**config.mk**
```make
export PLATFORM = sky130hd
export DESIGN_NAME = datapath_rf
export DESIGN_NICKNAME = d
export VERILOG_FILES = /design/src/rtl/sap_pkg.sv /design/src/rtl/alu.sv /design/src/rtl/reg_file.sv /design/src/rtl/datapath_rf.sv
export SDC_FILE = /design/constraint.sdc
export NUM_CORES = 1
export LEC_CHECK = 0
export CAP_MARGIN = 20
export CELL_PAD_IN_SITES_DETAIL_PLACEMENT = 0
export CELL_PAD_IN_SITES_GLOBAL_PLACEMENT = 1
export CORE_AREA = 2 2 94 105
export CTS_CLUSTER_SIZE = 12
export DETAILED_ROUTE_END_ITERATION = 10
export DIE_AREA = 0 0 96 107
export GPL_ROUTABILITY_DRIVEN = 1
export MAX_ROUTING_LAYER = met4
export PLACE_DENSITY_LB_ADDON = 0.1
export SYNTH_ARGS = -nofsm -noshare
export SYNTH_HDL_FRONTEND = slang
export SYNTH_SLANG_ARGS = --single-unit
```
**constraint.sdc**
```tcl
create_clock -name clk -period 2.9 [get_ports clk]
set_clock_uncertainty 0.1 [all_clocks]
set_input_delay 0.29 -clock clk [delete_from_list [all_inputs] [get_ports clk]]
set_output_delay 0.29 -clock clk [all_outputs]
set_load 0.1 [all_outputs]
```
**src/rtl/sap_pkg.sv**
```systemverilog
// Shared types for the datapath/register-file slice: ALU opcodes (OP_MUL
// included so the encoding is the same whether or not the multiplier is
// built), the {z,n,c,v} flag struct and the controller state enum.
package sap_pkg;

  typedef enum logic [2:0] {
    OP_ADD = 3'd0,
    OP_SUB = 3'd1,
    OP_AND = 3'd2,
    OP_OR  = 3'd3,
    OP_XOR = 3'd4,
    OP_MUL = 3'd5
  } alu_op_e;

  // Packed as {z,n,c,v} so it maps directly onto the 4-bit flags port.
  typedef struct packed {
    logic z;
    logic n;
    logic c;
    logic v;
  } flags_t;

  typedef enum logic {
    IDLE = 1'b0,
    MUL  = 1'b1
  } state_e;

endpackage

```
**src/rtl/alu.sv**
```systemverilog
// Single-cycle ALU: add/sub/and/or/xor with z,n,c,v flags.
// For SUB, c is the borrow (set when a < b unsigned).
// OP_MUL is not handled here; the shift-add multiplier lives in the top.
module alu import sap_pkg::*; #(
  parameter int N = 8
) (
  input  logic [N-1:0] a_i,
  input  logic [N-1:0] b_i,
  input  alu_op_e      op_i,
  output logic [N-1:0] y_o,
  output flags_t       flags_o
);

  logic [N:0] wide;

  // Result with one extra bit to capture carry/borrow, then derive flags
  always_comb begin
    wide    = '0;
    flags_o = '0;
    case (op_i)
      OP_ADD: begin
        wide      = {1'b0, a_i} + {1'b0, b_i};
        flags_o.c = wide[N];
        flags_o.v = (a_i[N-1] == b_i[N-1]) && (wide[N-1] != a_i[N-1]);
      end
      OP_SUB: begin
        wide      = {1'b0, a_i} - {1'b0, b_i};
        flags_o.c = wide[N];
        flags_o.v = (a_i[N-1] != b_i[N-1]) && (wide[N-1] != a_i[N-1]);
      end
      OP_AND:  wide = {1'b0, a_i & b_i};
      OP_OR:   wide = {1'b0, a_i | b_i};
      OP_XOR:  wide = {1'b0, a_i ^ b_i};
      default: wide = '0;
    endcase
    flags_o.z = (wide[N-1:0] == '0);
    flags_o.n = wide[N-1];
  end

  assign y_o = wide[N-1:0];

endmodule

```
**src/rtl/reg_file.sv**
```systemverilog
// NREG x N register array, two combinational read ports, one write port.
// Indices >= NREG read as zero and are ignored on write.
module reg_file #(
  parameter int N    = 8,
  parameter int NREG = 4,
  localparam int AW  = ($clog2(NREG) > 1) ? $clog2(NREG) : 1
) (
  input  logic          clk,
  input  logic          reset,
  input  logic [AW-1:0] ra_i,
  input  logic [AW-1:0] rb_i,
  output logic [N-1:0]  rd_a_o,
  output logic [N-1:0]  rd_b_o,
  input  logic          we_i,
  input  logic [AW-1:0] wa_i,
  input  logic [N-1:0]  wd_i
);

  logic [N-1:0] regs_q [NREG];

  // Registers clear on reset; in-range writes land at the clock edge
  always_ff @(posedge clk or posedge reset) begin
    if (reset) begin
      for (int i = 0; i < NREG; i++) regs_q[i] <= '0;
    end else if (we_i && (int'(wa_i) < NREG)) begin
      regs_q[wa_i] <= wd_i;
    end
  end

  assign rd_a_o = (int'(ra_i) < NREG) ? regs_q[ra_i] : '0;
  assign rd_b_o = (int'(rb_i) < NREG) ? regs_q[rb_i] : '0;

endmodule

```
**src/rtl/datapath_rf.sv**
```systemverilog
// Register-file datapath: load / single-cycle ALU commands, a one-entry
// output buffer with valid/ready pop, and an optional N-cycle shift-add
// multiplier built when the macro DP_MUL_EN is defined. Without DP_MUL_EN
// an accepted OP_MUL is consumed in one cycle with no side effects.
//
// Handshakes: a command transfers on a rising edge with cmd_valid &&
// cmd_ready; the output buffer entry transfers on a rising edge with
// out_valid && out_ready. cmd_ready is withheld while the multiplier runs
// or while the buffer is full and not being drained, so every push has room.
module datapath_rf import sap_pkg::*; #(
  parameter int N    = 8,
  parameter int NREG = 4,
  localparam int AW  = ($clog2(NREG) > 1) ? $clog2(NREG) : 1
) (
  input  logic          clk,
  input  logic          reset,
  input  logic          cmd_valid,
  output logic          cmd_ready,
  input  alu_op_e       op,
  input  logic          ld,
  input  logic [AW-1:0] src_a,
  input  logic [AW-1:0] src_b,
  input  logic [AW-1:0] dst,
  input  logic          sel_imm,
  input  logic [N-1:0]  bus_in,
  input  logic [N-1:0]  imm_data,
  input  logic          out_en,
  output logic          out_valid,
  input  logic          out_ready,
  output logic [N-1:0]  out_data,
  output logic [3:0]    flags,
  output logic          busy,
  output logic          dbg_state
);

  state_e        state_q;
  flags_t        flags_q, alu_flags, mul_flags;
  logic          out_valid_q;
  logic [N-1:0]  out_data_q;
  logic [N-1:0]  rd_a, rd_b, opnd_b, alu_y, cmd_res, push_data;
  logic          accept, single_wr, alu_wr, push;
  logic          rf_we;
  logic [AW-1:0] rf_wa;
  logic [N-1:0]  rf_wd;
  logic          mul_done, mul_out;
  logic [AW-1:0] mul_dst;
  logic [N-1:0]  mul_lo;

  reg_file #(.N(N), .NREG(NREG)) u_rf (
    .clk    (clk),
    .reset  (reset),
    .ra_i   (src_a),
    .rb_i   (src_b),
    .rd_a_o (rd_a),
    .rd_b_o (rd_b),
    .we_i   (rf_we),
    .wa_i   (rf_wa),
    .wd_i   (rf_wd)
  );

  alu #(.N(N)) u_alu (
    .a_i     (rd_a),
    .b_i     (opnd_b),
    .op_i    (op),
    .y_o     (alu_y),
    .flags_o (alu_flags)
  );

  assign cmd_ready = (state_q == IDLE) && (!out_valid_q || out_ready);
  assign accept    = cmd_valid && cmd_ready;
  // Loads and non-multiply ALU ops retire at the accept edge.
  assign single_wr = accept && (ld || (op != OP_MUL));
  assign alu_wr    = accept && !ld && (op != OP_MUL);
  assign opnd_b    = sel_imm ? imm_data : rd_b;
  assign cmd_res   = ld ? bus_in : alu_y;

`ifdef DP_MUL_EN
  localparam int CW = $clog2(N);

  logic [N-1:0]  mcand_q, hi_q, lo_q, hi_d, lo_d;
  logic [AW-1:0] mdst_q;
  logic          mout_q;
  logic [CW-1:0] cnt_q;
  logic [N:0]    mul_sum;
  logic          mul_start;

  assign mul_start = accept && !ld && (op == OP_MUL);
  // One shift-add step: conditionally add the multiplicand to the high half,
  // then shift {carry, hi, lo} right by one.
  assign mul_sum   = {1'b0, hi_q} + (lo_q[0] ? {1'b0, mcand_q} : '0);
  assign hi_d      = mul_sum[N:1];
  assign lo_d      = {mul_sum[0], lo_q[N-1:1]};
  assign mul_done  = (state_q == MUL) && (cnt_q == CW'(N - 1));
  assign mul_lo    = lo_d;
  assign mul_dst   = mdst_q;
  assign mul_out   = mout_q;
  assign mul_flags = {(lo_d == '0), lo_d[N-1], |hi_d, |hi_d};
  assign busy      = (state_q == MUL);

  // Controller FSM and multiplier operand/step registers
  always_ff @(posedge clk or posedge reset) begin
    if (reset) begin
      state_q <= IDLE;
      cnt_q   <= '0;
      mcand_q <= '0;
      hi_q    <= '0;
      lo_q    <= '0;
      mdst_q  <= '0;
      mout_q  <= 1'b0;
    end else begin
      case (state_q)
        IDLE: begin
          if (mul_start) begin
            state_q <= MUL;
            cnt_q   <= '0;
            mcand_q <= rd_a;
            hi_q    <= '0;
            lo_q    <= opnd_b;
            mdst_q  <= dst;
            mout_q  <= out_en;
          end
        end
        MUL: begin
          hi_q  <= hi_d;
          lo_q  <= lo_d;
          cnt_q <= cnt_q + CW'(1);
          if (mul_done) state_q <= IDLE;
        end
        default: state_q <= IDLE;
      endcase
    end
  end
`else
  // No multiplier: the controller never leaves IDLE.
  assign state_q   = IDLE;
  assign mul_done  = 1'b0;
  assign mul_lo    = '0;
  assign mul_dst   = '0;
  assign mul_out   = 1'b0;
  assign mul_flags = '0;
  assign busy      = 1'b0;
`endif

  // Register write port: single-cycle result, or multiplier writeback
  always_comb begin
    rf_we = single_wr;
    rf_wa = dst;
    rf_wd = cmd_res;
    if (mul_done) begin
      rf_we = 1'b1;
      rf_wa = mul_dst;
      rf_wd = mul_lo;
    end
  end

  assign push      = (single_wr && out_en) || (mul_done && mul_out);
  assign push_data = mul_done ? mul_lo : cmd_res;

  // Flag register and one-entry output buffer (push wins over pop)
  always_ff @(posedge clk or posedge reset) begin
    if (reset) begin
      flags_q     <= '0;
      out_valid_q <= 1'b0;
      out_data_q  <= '0;
    end else begin
      if (alu_wr)        flags_q <= alu_flags;
      else if (mul_done) flags_q <= mul_flags;
      if (push) begin
        out_valid_q <= 1'b1;
        out_data_q  <= push_data;
      end else if (out_valid_q && out_ready) begin
        out_valid_q <= 1'b0;
      end
    end
  end

  assign flags     = flags_q;
  assign out_valid = out_valid_q;
  assign out_data  = out_data_q;
  assign dbg_state = state_q;

endmodule

```
* Word level (Yosys, flattened, before mapping)
Cells that the tools add are included.
** Operators by class
- Equality and inequality tests :: 9
- Magnitude comparators :: 4
- Reductions and logical operators :: 16
- Bitwise gates (word level) :: 6
- Mux-type cells :: 15
- Add/sub/neg operators :: 2
** Operators with widths (count)
- 2-to-1 mux 8 bit :: 7
- one-hot mux 8 bit (5 select lines) :: 1
- binary-select mux 8 bit (select 2 bit) :: 2
- bitwise mux 32 bit :: 1
- demux 8 bit (select 2 bit) :: 1
- adder 8 x 8 -> 9 bit :: 1
- greater-or-equal comparator 3 bit (second input constant) :: 3
- logical AND 1 bit :: 9
- inverter 2 -> 3 bit :: 3
- subtractor 8 x 8 -> 9 bit :: 1
- AND 8 bit :: 1
- zero test 8 bit :: 1
- bitwise OR 8 bit :: 1
- bitwise XOR 8 bit :: 1
- equality test 3 x 2 -> 1 bit (second input constant) :: 2
- one-hot mux 2 bit (2 select lines) :: 1
- equality test 3 x 1 -> 1 bit (second input constant) :: 1
- equality test 3 bit (second input constant) :: 1
- zero test 3 bit :: 1
- less-than comparator 3 x 1 -> 1 bit (second input constant) :: 1
- inequality test 1 bit :: 3
- inequality test 3 bit (second input constant) :: 1
- zero test 1 bit :: 2
- logical OR 1 bit :: 2
- other kinds (3) :: 4
** Word-level totals
- Flip-flop bits (word level) :: 45
- Output and inout port bits :: 16
- Word-level logic and storage cells :: 62

* Logic depth before layout (Yosys ltp)
- Depth after elaboration :: 9
- Gate-level depth with buffers :: 14
- Depth with buffers taken out :: 13

* Hierarchy
Synthesis repeated with hierarchy kept, for this count alone.
** Unflattened totals
- Cell total of the unflattened synthesis :: 341
- Area total of the unflattened synthesis :: 3698.5 um2
** By module, submodules not included
- reg_file :: cells an instance 89, times used 1, area an instance 1594.0 um2
- alu :: cells an instance 196, times used 1, area an instance 1343.8 um2
- datapath_rf :: cells an instance 56, times used 1, area an instance 760.7 um2

* Worst setup path before layout
Ideal clock, no wire load.
- Kind :: in2reg
- From :: in src_b[0]
- To :: reg out_data_q[7] (netlist: out_data[7])
- Data arrival time :: 3378 ps
- Required time :: 2674 ps
- Path slack :: -704 ps
- Stages :: 11
- Cells stage by stage :: clkbuf_1 mux4_2 mux2i_1 ha_1 clkbuf_1 a2111o_1 and2_4 a2111oi_2 o21ai_1 mux2_4 mux2_2
** On the way
- Cells in the longest elaborated chain, start to end :: 8
** RTL lines
- from (decl) :: RTL line datapath_rf.sv:22 : input logic [AW-1:0] src_b,
- inverter 2 -> 3 bit (implied by the code) (*) :: RTL line reg_file.sv:31 : assign rd_b_o = (int'(rb_i) < NREG) ? regs_q[rb_i] : '0;
- binary-select mux 8 bit (select 2 bit) (*) :: RTL line reg_file.sv:31
- 2-to-1 mux 8 bit (implied by the code) (*) (2 in series) :: RTL line reg_file.sv:31
- 2-to-1 mux 8 bit (*) :: RTL line datapath_rf.sv:74 : assign opnd_b = sel_imm ? imm_data : rd_b;
- subtractor 8 x 8 -> 9 bit, or another cell as far along :: RTL line alu.sv:27 : wide = {1'b0, a_i} - {1'b0, b_i};
- one-hot mux 8 bit (5 select lines) (*) :: RTL line alu.sv:20 : case (op_i)
- 2-to-1 mux 8 bit (*) :: RTL line datapath_rf.sv:75 : assign cmd_res = ld ? bus_in : alu_y;
- to (signal assigned) :: RTL line datapath_rf.sv:170 : out_data_q <= push_data;
- to (decl) :: RTL line datapath_rf.sv:39 : logic [N-1:0] out_data_q;
Mark *: on every way between the ends. The rest lies on a longest branch, timed or not. The select of a mux whose other input is x is not followed.
A chain may end at the register's enable or synchronous reset.

* Worst setup path in the final report
- From :: reg u_rf.regs_q[1] (netlist bit)
- To :: reg u_rf.regs_q[15] (netlist bit)
** On the way
- Cells in the longest elaborated chain, start to end :: 8
** RTL lines
- from (decl) :: RTL line reg_file.sv:19 : logic [N-1:0] regs_q [NREG];
- from (signal, indexed assignment) :: RTL line reg_file.sv:26 : regs_q[wa_i] <= wd_i;
- binary-select mux 8 bit (select 2 bit) :: RTL line reg_file.sv:31
- 2-to-1 mux 8 bit (implied by the code) (2 in series) :: RTL line reg_file.sv:31
- 2-to-1 mux 8 bit :: RTL line datapath_rf.sv:74
- subtractor 8 x 8 -> 9 bit or adder 8 x 8 -> 9 bit (tied branches) :: RTL line alu.sv:27, alu.sv:22
- one-hot mux 8 bit (5 select lines) (*) :: RTL line alu.sv:20
- 2-to-1 mux 8 bit (*) :: RTL line datapath_rf.sv:75
- bitwise mux 32 bit (*) :: RTL line reg_file.sv:26
Marks and branches as above.

==> results.sh <==
export IMPL_status="finished, violations left"
export IMPL_violations="setup timing"
export IMPL_setup_ws_ns=-0.375
export IMPL_r2r_end="u_rf.regs_q[15]"
export IMPL_synthFlopType="dfrtp_1"
export IMPL_crit_path_max_fanout=5
export IMPL_leakagePower_nw=2.57
export IMPL_finalCritPeriodShare=1.13
export IMPL_worstPathCellList="mux4_2 > mux2i_4 > ha_4 > nand2b_4 > a2111o_1 > and2_4 > a2111oi_4 > o21ai_2 > mux2_4 > mux2_2"
export IMPL_reg2reg_from="u_rf.regs_q[1]"
export IMPL_insertion_delay_ns=0.29
export IMPL_finalInstanceArea_sq_um=5550
export IMPL_synth_top_cell_by_area="dfrtp_1"
export IMPL_switchingPower_w=0.00232
export IMPL_slew_viol_final=0
export IMPL_drtIter0Drc=102
export IMPL_synth_edf_count=0
export IMPL_timing_critical_path_to="u_rf.regs_q[15]"
export IMPL_synth_warnings=0
export IMPL_setup_viol=34
export IMPL_path_buf_inv=0
export IMPL_ys_seq_elements=45
export IMPL_routedWlPerCell_um=17.3
export IMPL_ys_seq_area_frac=0.310
export IMPL_num_io_pins=48
export IMPL_fin_crit_ns=3.28
export IMPL_diodes=0
export IMPL_drt_pre_antenna_iters=5
export IMPL_critPathLaunchType="flip-flop"
export IMPL_grt_pass1_wl_um=17500
export IMPL_route_detailed_drc=0
export IMPL_power_w=0.00526
export IMPL_synth_most_common_cell="dfrtp_1"
export IMPL_hold_class="in -> async"
export IMPL_synth_common_cells="45 x dfrtp_1, 34 x mux2_2, 30 x nand2_1"
export IMPL_crit_family="multiplexers"
export IMPL_rsz0062_at_grt="true"
export IMPL_max_cap_violations=0
export IMPL_synthTopCellsByArea="dfrtp_1 31%, mux2_2 11%, mux4_2 11%"
export IMPL_async_reset_ff_frac=1.00
export IMPL_reg2reg_slack_ns=-0.38
export IMPL_rows=37
export IMPL_grt_usage=0.227
export IMPL_via_count=3269
export IMPL_clock_sinks=45
export IMPL_maxSlewHeadroom=0.265
export IMPL_postCtsHoldBufs=0
export IMPL_overflow=0
export IMPL_dieArea_sq_um=10300
export IMPL_start_util=0.394
export IMPL_max_stage_delay_ns=0.50
export IMPL_critical_path_depth=10
export IMPL_fill_cells=803
export IMPL_cts_path_max_buffers=2
export IMPL_hold_viol=0
export IMPL_antenna_found_initial=0
export IMPL_htreeDepth=2
export IMPL_pwr_share_seq=0.193
export IMPL_grt_start_max_net_pins=46
export IMPL_swShare=0.441
export IMPL_max_freq_ghz=0.305
export IMPL_dpl_instance_area_sq_um=4950
export IMPL_drive_above_1_share=0.509
export IMPL_comb_power_share=0.728
export IMPL_clkTransAtPathRegs_ns=0.08
export IMPL_power_internal_w=0.00294
export IMPL_arrival_ns=3.36
export IMPL_r2r_cells=10
export IMPL_vias_per_cell=5.24
export IMPL_synth_cell_types=54
export IMPL_drt_total_wl_um=10800
export IMPL_port_buffers=45
export IMPL_avgSynthCellArea_sq_um=10.2
export IMPL_dp_hpwl_um=8460
export IMPL_synthCells=355
export IMPL_gp_congestion=0.935
export IMPL_syn_area_sq_um=3630
export IMPL_fin_tns_setup_ns=-9.75
export IMPL_chipWidth_um=96
export IMPL_synth_top_area_share=0.310
export IMPL_tightest_slew_ns=1.09
export IMPL_clockPowerShare=0.080
export IMPL_ir_worst_vdd_mv=0.589
export IMPL_fp_dieH_um=107
export IMPL_nets=565
export IMPL_critical_path_slowest_cell="mux4_2"
export IMPL_critPathKind="reg -> reg"
export IMPL_core_sq_um=9210
export IMPL_area_growth_pct=53.1
export IMPL_cts_tree="done"
export IMPL_required_ns=2.98
export IMPL_cp_startpoint="u_rf.regs_q[1]"
export IMPL_cts_inserted_buffers=5
export IMPL_grt_pass1_vias=3355
export IMPL_clock_root_buffer="clkbuf_8"
export IMPL_p_per_area_nw_per_um2=948
export IMPL_antenna_left=0
export IMPL_end_kind="flip-flop"
-- placed cells by master (no fill, tap or decap), types with 15 or more instances in the layout --
cell / n
mux2_2: 25
ha_1: 20
nor2_1: 15
clkdlybuf4s50_1: 27
mux4_2: 17
nand2_1: 30
inv_1: 25
dfrtp_1: 45
buf_4: 126
-- power by group through the flow --
stage | Combinational, W | Sequential (W) | Clock [W]
detailed placement | 0.00323 | 0.00103 | 0
CTS | 0.00361 | 0.00101 | 0.000428
global route | 0.00412 | 0.00105 | 0.000450
finish | 0.00383 | 0.00101 | 0.000419
floorplan | 0.00158 | 0.00147 | 0
global placement | 0.00320 | 0.00102 | 0
-- layout make-up --
class | count | area, sq um | share of cell area
Multi-Input combinational cell | 261 | 2700 | 0.487
Timing Repair Buffer | 164 | 1370 | 0.246
Sequential cell | 45 | 1130 | 0.203
Tap cell | 117 | 146 | 0.0264
Inverter | 29 | 109 | 0.0196
Clock buffer | 7 | 96.3 | 0.0174
Clock inverter | 1 | 5.00 | 0.000901
-- cell families (layout without fill, tap and decap cells) --
family	Yosys count	in the layout	synth area share
xor+xnor	6	6	0.0145
mux	72	72	0.273
fa+ha+maj	27	27	0.0952
buf+inv	50	201	0.0555
flops	45	45	0.310
other cells	1	2	0.00103
simple gates	86	86	0.120
compound gates	68	68	0.130
-- per-stage QoR --
| step | hold WS [ns] | worst slack (ns) | instances | utilization |
|---|---|---|---|---|
| floorplan | 0.355 | -0.387 | 356 | - |
| global placement | 0.371 | -0.980 | 600 | 0.537 |
| detailed placement | 0.380 | -1.03 | 600 | 0.537 |
| CTS | 0.402 | -0.421 | 622 | 0.583 |
| global route | 0.101 | -0.507 | 624 | 0.603 |
| finish | 0.0778 | -0.375 | 624 | 0.603 |
-- worst register-to-register path, stage by stage (launching register included) --
cell	delay, ns
dfrtp_1	0.40
mux4_2	0.50
mux2i_4	0.20
ha_4	0.23
nand2b_4	0.14
a2111o_1	0.41
and2_4	0.19
a2111oi_4	0.30
o21ai_2	0.12
mux2_4	0.32
mux2_2	0.27
-- flip-flops by register name, summed over array words and instances, names as in the netlist --
name	flops
flags	4
out_valid	1
out_data	8
u_rf.regs_q	32
-- metal layers --
| layer | global-route usage | vias up | share of wire |
|---|---|---|---|
| li1 | - | 1593 | - |
| met1 | 0.295 | 1587 | 0.43 |
| met2 | 0.382 | 73 | 0.52 |
| met3 | 0.0183 | 16 | 0.028 |
| met4 | 0.0582 | 0 | 0.022 |
| met5 | - | - | 0 |
-- worst min path at each step --
stage	from	end	cells after the start
floorplan	u_rf.regs_q[16]	u_rf.regs_q[16]	2
global placement	out_data[1]	out_data[1]	2
detailed placement	out_data[1]	out_data[1]	2
CTS	out_data[1]	out_data[1]	2
global route	reset	u_rf.regs_q[5]	2
finish	reset	u_rf.regs_q[5]	2
-- what timing repair did --
item                                    CTS  global route
buffers inserted                         14             1
resized for setup                        49            34
endpoints found under the setup margin   44            39
cloned                                    0             0
pin swaps                                17            16
No activity file was read; power rests on OpenSTA's default activity.
